[src/rtl/tdm_demux.sv]
// Receiving end of a slot-per-clock TDM line: locks onto the frame marker,
// steers each bit into its lane and presents whole frames on a registered word.
module tdm_demux #(
  parameter int LANES = 2
) (
  input  logic             clk,
  input  logic             nreset,
  input  logic             ng,
  input  logic             sync,
  input  logic             d,
  input  logic             clr_err,
  output logic [LANES-1:0] y,
  output logic             frame,
  output logic [3:0]       slot,
  output logic             locked,
  output logic             err
);

  typedef enum logic {HUNT = 1'b0, LOCKED = 1'b1} state_t;

  localparam logic [3:0] LAST_SLOT = 4'(LANES - 1);

  state_t           state_q, state_d;
  logic [3:0]       slot_q, slot_d;
  // The final slot's bit is routed straight into y, so assembly holds only the earlier slots.
  logic [LANES-2:0] asm_q, asm_d;
  logic [LANES-1:0] y_q, y_d;
  logic             frame_q, frame_d;
  logic             err_q, err_d;

  always_comb begin
    state_d = state_q;
    slot_d  = slot_q;
    asm_d   = asm_q;
    y_d     = y_q;
    frame_d = 1'b0;
    err_d   = err_q & ~clr_err;

    if (!ng) begin
      unique case (state_q)
        HUNT: begin
          if (sync) begin
            asm_d[0] = d;
            slot_d   = 4'd1;
            state_d  = LOCKED;
          end
        end
        LOCKED: begin
          if (sync) begin
            // Early sync discards the partial frame and restarts at slot 0.
            if (slot_q != 4'd0) err_d = 1'b1;
            asm_d[0] = d;
            slot_d   = 4'd1;
          end else if (slot_q == 4'd0) begin
            err_d   = 1'b1;
            state_d = HUNT;
          end else if (slot_q == LAST_SLOT) begin
            y_d     = {d, asm_q};
            frame_d = 1'b1;
            slot_d  = 4'd0;
          end else begin
            for (int k = 0; k < LANES - 1; k++) begin
              if (slot_q == 4'(k)) asm_d[k] = d;
            end
            slot_d = slot_q + 4'd1;
          end
        end
        default: state_d = HUNT;
      endcase
    end
  end

  always_ff @(posedge clk or negedge nreset) begin
    if (!nreset) begin
      state_q <= HUNT;
      slot_q  <= 4'd0;
      asm_q   <= '0;
      y_q     <= '0;
      frame_q <= 1'b0;
      err_q   <= 1'b0;
    end else begin
      state_q <= state_d;
      slot_q  <= slot_d;
      asm_q   <= asm_d;
      y_q     <= y_d;
      frame_q <= frame_d;
      err_q   <= err_d;
    end
  end

  assign y      = y_q;
  assign frame  = frame_q;
  assign slot   = slot_q;
  assign locked = (state_q == LOCKED);
  assign err    = err_q;

endmodule

[config.mk]
export PLATFORM = sky130hd
export DESIGN_NAME = tdm_demux
export DESIGN_NICKNAME = d
export VERILOG_FILES = /design/src/rtl/tdm_demux.sv
export SDC_FILE = /design/constraint.sdc
export NUM_CORES = 1
export LEC_CHECK = 0
export BUFFER_PORTS_ARGS = -buffer_cell sky130_fd_sc_hd__buf_2
export CELL_PAD_IN_SITES_DETAIL_PLACEMENT = 1
export CELL_PAD_IN_SITES_GLOBAL_PLACEMENT = 2
export CORE_UTILIZATION = 31
export DETAILED_ROUTE_END_ITERATION = 10
export PLACE_DENSITY_LB_ADDON = 0.1
export SYNTH_ARGS = -nofsm -noshare
export SYNTH_HDL_FRONTEND = slang
export SYNTH_SLANG_ARGS = --single-unit
[constraint.sdc]
create_clock -name clk -period 3.7 [get_ports clk]
set_clock_uncertainty 0.15 [all_clocks]
set_input_delay 0.37 -clock clk [delete_from_list [all_inputs] [get_ports clk]]
set_output_delay 0.37 -clock clk [all_outputs]
set_load 0.02 [all_outputs]
==> results of run 1 <==
-- power by group through the flow --
stage               Combinational [mW]  Sequential [mW]  Clock [mW]
floorplan                        0.108            0.231           0
global placement                 0.199            0.203           0
detailed placement               0.202            0.204           0
CTS                              0.204            0.201       0.103
global route                     0.222            0.211       0.108
finish                           0.201            0.201      0.0972
-- stage by stage --
| step | hold WS (ns) | std cells |
|---|---|---|
| after floorplan | -0.0756 | 50 |
| after global placement | 0.0913 | 78 |
| after detailed placement | 0.100 | 78 |
| after CTS | 0.129 | 83 |
| after global routing | 0.148 | 83 |
| final | 0.135 | 83 |
-- metal layers --
metal	global-route usage [%]	up-vias	part of all wire (%)
met5	0	-	0
met4	5.45	0	1.1
met3	7.66	2	5.8
met2	21.2	14	43
met1	21.1	209	50
li1	-	210	-
-- worst paths after layout --
kind	startpoint	endpoint	slack [ns]	depth (start not counted)
worst max-delay path	slot[1]	y[0]	1.75	5
worst min-delay path	clr_err	err	0.14	2
worst max register to register	slot[1]	y[0]	1.75	5
min in group asynchronous	nreset	frame	0.34	2
worst min register to register	y[1]	y[1]	0.34	1
max in group asynchronous	nreset	slot[1]	2.86	2
-- logic make-up (layout without fill, tap and decap cells) --
| group | after synthesis | count (layout) |
|---|---|---|
| muxes | 4 | 4 |
| buffers and inverters | 5 | 22 |
| adders and majority gates | 2 | 2 |
| and+or+nand+nor | 19 | 19 |
| DFF | 10 | 10 |
| AOI/OAI and AO/OA | 10 | 10 |
-- state kept, by name, summed over array words and instances, names as in the netlist --
register,count
y,2
frame,1
locked,1
err,1
slot,4
asm_q,1
-- timing repair --
action	in CTS	in global routing
hold endpoints to repair	10	0
setup endpoints to repair	0	0
gates resized for setup	0	0
hold buffers	1	0
-- placed cells by master, fill, tap and decap left out, drive strengths merged --
master	count
nor2b	2
inv	3
or4	1
nor3	1
o21ai	2
nand3	3
buf	14
o32a	1
ha	2
nand2	4
dlygate4sd3	1
mux2	3
mux2i	1
a211oi	1
o31ai	1
nand4	2
or2b	2
nor2	4
clkbuf	4
a21oi	3
o211ai	2
dfrtp	10
-- cell type report --
class | count | share of cell area, %
timing repair buffer | 15 | 12.2
inverter | 3 | 1.72
clock buffer | 4 | 5.54
sequential | 10 | 38.2
tap | 16 | 3.06
multi-input combinational | 35 | 39.2
==> impl_metrics.py, run 1 <==
metrics = {
    "global_routing": {
        "antenna_found_initial": 0,
        "grt_first_pass_wirelength_microns": 2000,
        "first_global_vias": 412,
        "track_usage_pct": 15.5,
        "gr-total-overflow": 0,
        "grt_start_max_net_pins": 12,
    },
    "clock_network": {
        "cts_tree": "yes",
        "h-tree-depth": 1,
        "clock-sinks": 10,
        "post-cts-setup-buffers": 0,
        "clk_latency_ns": 0.26,
        "clkTransAtPathRegs_ns": 0.06,
        "numCtsBuffers": 3,
        "clock_path_buffers": 2,
        "cts-root-buf": "clkbuf_4",
    },
    "critical_path": {
        "cpPeakStageDelay_ns": 0.47,
        "end_kind": "flip-flop",
        "crit_path_cell_trace": "nor3_4, or2b_1, ha_1, nand4_2, mux2_1",
        "slowest_stage": "dfrtp_1",
        "cp_num_buf_inv": 0,
        "arrival_ns": 1.94,
        "crit_family": "simple AND/OR/NAND/NOR gates",
        "worst-setup-path-type": "flip-flop to flip-flop",
        "path_max_fanout": 8,
        "required_ns": 3.70,
        "startpoint_type": "flip-flop",
    },
    "synth": {
        "synth-edff-count": 0,
        "syn_area_sq_um": 528,
        "synth.distinct_cells": 24,
        "synth_flop_cell": "dfrtp_1",
        "synth_top_family_by_area": "simple AND/OR/NAND/NOR gates",
        "yosys.area_share.simple_pct": 23.2,
        "synth_compound_area_share_pct": 12.3,
        "synth_warnings": 0,
        "ys_seq_area_share_pct": 47.4,
        "syn_inst": 50,
        "muxShareOfSynthArea_pct": 8.29,
        "synth_xor_area_share_pct": 0,
        "synth_common_cells": "dfrtp_1, nand2_1, nor2_1",
        "yosysMostFrequentCell": "dfrtp_1",
        "synthTopCellsByArea": "dfrtp_1, ha_1, mux2_1",
        "yosys.area.top_type": "dfrtp_1",
        "syn_area_per_cell_sq_um": 10.6,
        "synthAdderAreaFrac_pct": 4.74,
        "synth-async-reset-ratio_pct": 100,
        "yosys.area.top_type_share_pct": 47.4,
        "synth.net_count": 58,
        "ys_ff_latch": 10,
    },
    "floorplanning": {
        "io-pin-count": 15,
        "fp-row-count": 14,
        "start_util_pct": 34.3,
        "die_x_microns": 43.3,
        "fp.dieH_microns": 43.3,
        "die_area_sq_um": 1870,
        "core_sq_um": 1540,
    },
    "timing": {
        "fin_crit_sh_pct": 52.6,
        "setup_ws_ns": 1.75,
        "setup-tns-final_ns": 0,
        "worst_slew_pin_slew_ns": 0.359,
        "min_period_ns": 1.95,
        "rsz0062_at_grt": "no",
        "hold_violations": 0,
        "setup_violations": 0,
        "slew_headroom_pct": 76.1,
        "slew_violations": 0,
        "clock.fmax_mhz": 513,
    },
    "power_and_ir_drop": {
        "p_clk_share_pct": 19.5,
        "p_int_uw": 292,
        "p_comb_share_pct": 40.2,
        "total_power_uw": 499,
        "swShare_pct": 41.6,
        "ir_worst_vdd_uv": 441,
        "seqPwrFrac_pct": 40.3,
        "power_leakage_nw": 0.331,
        "switching_power_uw": 208,
        "powerDensity_nw_per_um2": 763,
    },
    "finish": {
        "syn2layout_area_growth_pct": 23.9,
        "multi_input_area_sq_um": 256,
        "regArea_sq_um": 250,
        "num_antenna_cells": 0,
        "nNetsFinal": 76,
        "stdcell_area_sq_um": 654,
        "fin_util_pct": 42.5,
        "drive_gt1_share_pct": 32.8,
        "fill_cells": 185,
    },
    "detailed_routing": {
        "viasPerCell": 5.24,
        "dr.pass1.iters": 2,
        "wl_microns": 1180,
        "postRouteAntennaNets": 0,
        "dr_total_vias": 435,
        "drc_errors": 0,
        "drtIter0Drc": 4,
        "routedWlPerCell_microns": 14.2,
    },
    "min_path": {
        "hp-class": "input port to flip-flop",
    },
    "placement": {
        "port_buffers": 14,
        "dpl-instance-area_sq_um": 608,
        "gp_routability_congestion": 0.726,
        "dp_hpwl_microns": 844,
        "pre_cts_ws_ns": 1.75,
    },
    "job": {
        "drv_cap": 0,
    },
    "outcome": {
        "status": "finished clean",
    },
}
Power figures use the tool's default switching activity.
==> run 2: changes to the inputs <==
--- a/config.mk
+++ b/config.mk
@@ -8,7 +8,7 @@
 export BUFFER_PORTS_ARGS = -buffer_cell sky130_fd_sc_hd__buf_2
 export CELL_PAD_IN_SITES_DETAIL_PLACEMENT = 1
 export CELL_PAD_IN_SITES_GLOBAL_PLACEMENT = 2
-export CORE_UTILIZATION = 31
+export CORE_UTILIZATION = 29
 export DETAILED_ROUTE_END_ITERATION = 10
 export PLACE_DENSITY_LB_ADDON = 0.1
 export SYNTH_ARGS = -nofsm -noshare
==> constraint.sdc (replaced) <==
create_clock -name clk -period 1.9 [get_ports clk]
set_clock_uncertainty 0.15 [all_clocks]
set_input_delay 0.19 -clock clk [delete_from_list [all_inputs] [get_ports clk]]
set_output_delay 0.19 -clock clk [all_outputs]
set_load 0.02 [all_outputs]
==> impl_metrics.py, run 2 (synthesis gave the netlist of run 1 again) <==
metrics = {
    "job": {
        "drv_cap": 0,
    },
    "critical_path": {
        "worst-setup-path-type": "flip-flop to flip-flop",
        "arrival_ns": 1.77,
        "path_max_fanout": 2,
        "cpPeakStageDelay_ns": 0.42,
        "crit_family": "simple AND/OR/NAND/NOR gates",
        "startpoint_type": "flip-flop",
        "end_kind": "flip-flop",
        "crit_path_cell_trace": "nor3_4, or2b_1, ha_1, nand4_2, mux2_1",
        "required_ns": 1.90,
        "cp_num_buf_inv": 0,
        "slowest_stage": "dfrtp_2",
    },
    "clock_network": {
        "numCtsBuffers": 3,
        "cts_tree": "yes",
        "cts_resized": 0,
        "h-tree-depth": 1,
        "cts-root-buf": "clkbuf_4",
        "clkTransAtPathRegs_ns": 0.06,
        "cts_hold_buf": 2,
        "clock_path_buffers": 2,
        "post-cts-setup-buffers": 0,
        "clock-sinks": 10,
        "clk_latency_ns": 0.27,
    },
    "outcome": {
        "status": "finished clean",
    },
    "finish": {
        "final_cell_mix": "buf_2, dfrtp_1, buf_4",
        "largest_reg_flops": 4,
        "stdcell_area_sq_um": 714,
        "syn2layout_area_growth_pct": 35.3,
        "fin_util_pct": 41.8,
        "nNetsFinal": 82,
        "fin_cells": 98,
        "drive_gt1_share_pct": 38.4,
        "num_antenna_cells": 0,
        "layout_commonest_cell": "buf_2",
    },
    "timing": {
        "rsz0062_at_grt": "no",
        "clock.fmax_mhz": 566,
        "slew_violations": 0,
        "setup-tns-final_ns": 0,
        "setup_violations": 0,
        "whs_ns": 0.00623,
        "slew_headroom_pct": 82.2,
        "min_period_ns": 1.77,
        "worst_slew_pin_slew_ns": 0.267,
        "hold_violations": 0,
        "fin_crit_sh_pct": 93.0,
    },
    "floorplanning": {
        "core_sq_um": 1710,
        "fp-row-count": 15,
        "die_x_microns": 44.7,
        "io-pin-count": 15,
        "die_area_sq_um": 2000,
        "fp.dieH_microns": 44.7,
        "start_util_pct": 30.9,
    },
    "global_routing": {
        "track_usage_pct": 14.3,
        "first_global_vias": 426,
        "grt_start_max_net_pins": 11,
        "grt_first_pass_wirelength_microns": 1970,
        "gr-total-overflow": 0,
        "antenna_found_initial": 0,
    },
    "placement": {
        "gp_routability_congestion": 0.679,
        "place_inst": 92,
        "dp_hpwl_microns": 921,
        "dpl-instance-area_sq_um": 658,
        "port_buffers": 14,
    },
    "min_path": {
        "hp-class": "input port to flip-flop",
    },
    "detailed_routing": {
        "dr_total_vias": 452,
        "routedWlPerCell_microns": 11.9,
        "dr.pass1.iters": 2,
        "drc_errors": 0,
        "postRouteAntennaNets": 0,
        "drtIter0Drc": 2,
        "wl_microns": 1170,
        "viasPerCell": 4.61,
    },
    "power_and_ir_drop": {
        "power_leakage_nw": 0.359,
        "ir_worst_vdd_uv": 702,
        "powerDensity_nw_per_um2": 1450,
    },
}
## run 2: cell types whose count changed in the layout (fill, tap and decap cells not counted), sizes merged
cell         change
buf              +5
dlygate4sd3      +1
## run 2: path summary, 6_finish.rpt
kind	startpoint	slack, ns	to	depth (start not counted)
min in group asynchronous	nreset	0.15	frame	2
worst min register to register	asm_q	0.33	y[0]	1
worst max register to register	slot[1]	0.13	y[1]	5
max in group asynchronous	nreset	1.24	slot[1]	2
worst max-delay path	slot[1]	0.13	y[1]	5
worst min-delay path	d	0.006	y[1]	2
## run 2: cell type report
cell class | count | area, sq um
Clock buffer | 4 | 36.3
Multi-Input combinational cell | 35 | 256
Tap cell | 25 | 31.3
Timing Repair Buffer | 21 | 128
Fill cell | 208 | 993
Inverter | 3 | 11.3
Sequential cell | 10 | 251
## run 2: per-stage QoR
step	power (mW)	worst slack, ns
after detailed placement	0.857	0.120
final	1.04	0.133
after CTS	1.06	0.110
after floorplan	0.662	0.0230
after global placement	0.856	0.189
after global routing	1.13	0.0418
## run 2: per-layer routing
layer  GRT usage (%)  share of wire [%]
met2            20.0                 43
met4            3.64                1.5
met5               0                  0
met1            19.5                 49
met3            7.35                6.2
## run 2: power breakdown
group	leakage [nW]	switching [mW]	total (mW)	internal, mW
Clock	0.0210	0.0758	0.192	0.117
Sequential	0.124	0.0638	0.352	0.288
Combinational	0.214	0.278	0.494	0.216
==> run 3: changes to the inputs <==
--- a/config.mk
+++ b/config.mk
@@ -10,7 +10,7 @@
 export CELL_PAD_IN_SITES_GLOBAL_PLACEMENT = 2
 export CORE_UTILIZATION = 29
 export DETAILED_ROUTE_END_ITERATION = 10
-export PLACE_DENSITY_LB_ADDON = 0.1
+export PLACE_DENSITY_LB_ADDON = 0.08
 export SYNTH_ARGS = -nofsm -noshare
 export SYNTH_HDL_FRONTEND = slang
 export SYNTH_SLANG_ARGS = --single-unit
==> impl_metrics.py, run 3 (synthesis gave the netlist of run 1 again) <==
metrics = {
    "timing": {
        "clock.fmax_mhz": 576,
        "min_period_ns": 1.74,
        "setup-tns-final_ns": 0,
        "setup_violations": 0,
        "hold_violations": 0,
        "slew_violations": 0,
        "fin_crit_sh_pct": 91.4,
        "rsz0062_at_grt": "no",
        "worst_slew_pin_slew_ns": 0.270,
        "slew_headroom_pct": 82.0,
    },
    "min_path": {
        "min-delay-start": "d",
        "hp-class": "input port to flip-flop",
        "holdPathStages": 2,
        "min_to": "y[1]",
    },
    "detailed_routing": {
        "top_layer": "met4",
        "route.met2.wl_microns": 539,
        "wl_microns": 1230,
        "postRouteAntennaNets": 0,
        "route.met3.wl_microns": 59,
        "routedWlPerCell_microns": 12.6,
        "drc_errors": 0,
        "dr.pass1.iters": 3,
        "wl_met1_microns": 619,
        "viasPerCell": 4.66,
        "drtIter0Drc": 2,
        "dr_total_vias": 457,
    },
    "finish": {
        "largest_reg_flops": 4,
        "syn2layout_area_growth_pct": 33.4,
        "fin_util_pct": 41.2,
        "fin_cells": 98,
        "final_cell_mix": "buf_2, dfrtp_1, buf_4",
        "num_antenna_cells": 0,
        "drive_gt1_share_pct": 37.0,
        "stdcell_area_sq_um": 704,
        "nNetsFinal": 82,
        "layout_commonest_cell": "buf_2",
    },
    "job": {
        "drv_cap": 0,
    },
    "critical_path": {
        "path_max_fanout": 2,
        "r2r_setup_slack_ns": 0.16,
        "required_ns": 1.89,
        "arrival_ns": 1.73,
        "critPathLaunch": "slot[1]",
        "regToRegStartpoint": "slot[1]",
        "reg2regPathDepth": 5,
        "worst-setup-path-type": "flip-flop to flip-flop",
        "startpoint_type": "flip-flop",
        "end_kind": "flip-flop",
        "rr_endpoint": "y[1]",
    },
    "global_routing": {
        "track_usage_pct": 14.7,
        "grt_first_pass_wirelength_microns": 2020,
        "gr-total-overflow": 0,
        "first_global_vias": 418,
        "antenna_found_initial": 0,
        "grt_start_max_net_pins": 11,
    },
    "floorplanning": {
        "core_sq_um": 1710,
        "fp.dieH_microns": 44.7,
        "fp-row-count": 15,
        "start_util_pct": 30.9,
        "die_x_microns": 44.7,
        "die_area_sq_um": 2000,
        "io-pin-count": 15,
    },
    "clock_network": {
        "cts_tree": "yes",
        "h-tree-depth": 1,
        "clock-sinks": 10,
        "numCtsBuffers": 3,
        "clk_latency_ns": 0.26,
        "clkTransAtPathRegs_ns": 0.06,
        "post-cts-setup-buffers": 0,
        "cts-root-buf": "clkbuf_4",
        "clock_path_buffers": 2,
        "cts_resized": 0,
    },
    "placement": {
        "dp_hpwl_microns": 948,
        "gp_routability_congestion": 0.729,
        "place_inst": 92,
        "dpl-instance-area_sq_um": 658,
        "port_buffers": 14,
    },
    "power_and_ir_drop": {
        "seqPwrFrac_pct": 35.6,
        "swShare_pct": 41.6,
        "switching_power_uw": 417,
        "powerDensity_nw_per_um2": 1420,
        "power_leakage_nw": 0.353,
        "p_int_uw": 586,
        "p_comb_share_pct": 49.5,
        "ir_worst_vdd_uv": 567,
        "total_power_mw": 1.00,
        "p_clk_share_pct": 14.9,
    },
    "outcome": {
        "status": "finished clean",
    },
}
## run 3: cell counts in the layout (fill, tap and decap cells not counted)
Identical to the previous run, type by type.
## run 3: power groups by stage
| stage | Sequential, mW | Combinational, mW | Clock [mW] |
|---|---|---|---|
| after floorplan | 0.452 | 0.210 | 0 |
| after global placement | 0.364 | 0.493 | 0 |
| after detailed placement | 0.363 | 0.499 | 0 |
| after CTS | 0.359 | 0.502 | 0.158 |
| after global routing | 0.369 | 0.546 | 0.169 |
| final | 0.358 | 0.496 | 0.150 |
## run 3: final cells by class
class	instances	area, sq um
Multi-Input combinational cell	35	256
Timing Repair Buffer	21	128
Sequential cell	10	251
Tap cell	25	31.3
Clock buffer	4	26.3
Fill cell	204	1000
Inverter	3	11.3
## run 3: stage by stage
stage                     setup WS [ns]  hold slack, ns
after CTS                         0.150         0.00271
after global routing             0.0928          0.0107
after floorplan                  0.0230          -0.256
after global placement            0.191         -0.0901
after detailed placement          0.160         -0.0850
final                             0.163          0.0141
## run 3: worst max-delay path by stage
stage	end	cells past startpoint
2_1_floorplan	y[0]	5
3_3_place_gp	y[1]	5
3_5_place_dp	y[1]	5
4_1_cts	y[1]	5
5_1_grt	y[1]	5
6_report	y[1]	5
## run 3: timing repair
| action | CTS | global route |
|---|---|---|
| hold buffers | 2 | 0 |
| hold endpoints to repair | 11 | 0 |
| endpoints found under the setup margin | 0 | 0 |
## run 3: layer usage
layer | vias to the layer above | global-route usage [%]
met4 | 0 | 3.64
li1 | 225 | -
met1 | 220 | 20.9
met5 | - | 0
met3 | 2 | 7.35
met2 | 10 | 19.7
## run 3: worst max-delay path: stages (launching register included)
cell,delay [ns]
dfrtp_2,0.42
nor3_4,0.19
or2b_1,0.26
ha_1,0.19
nand4_2,0.10
mux2_1,0.32
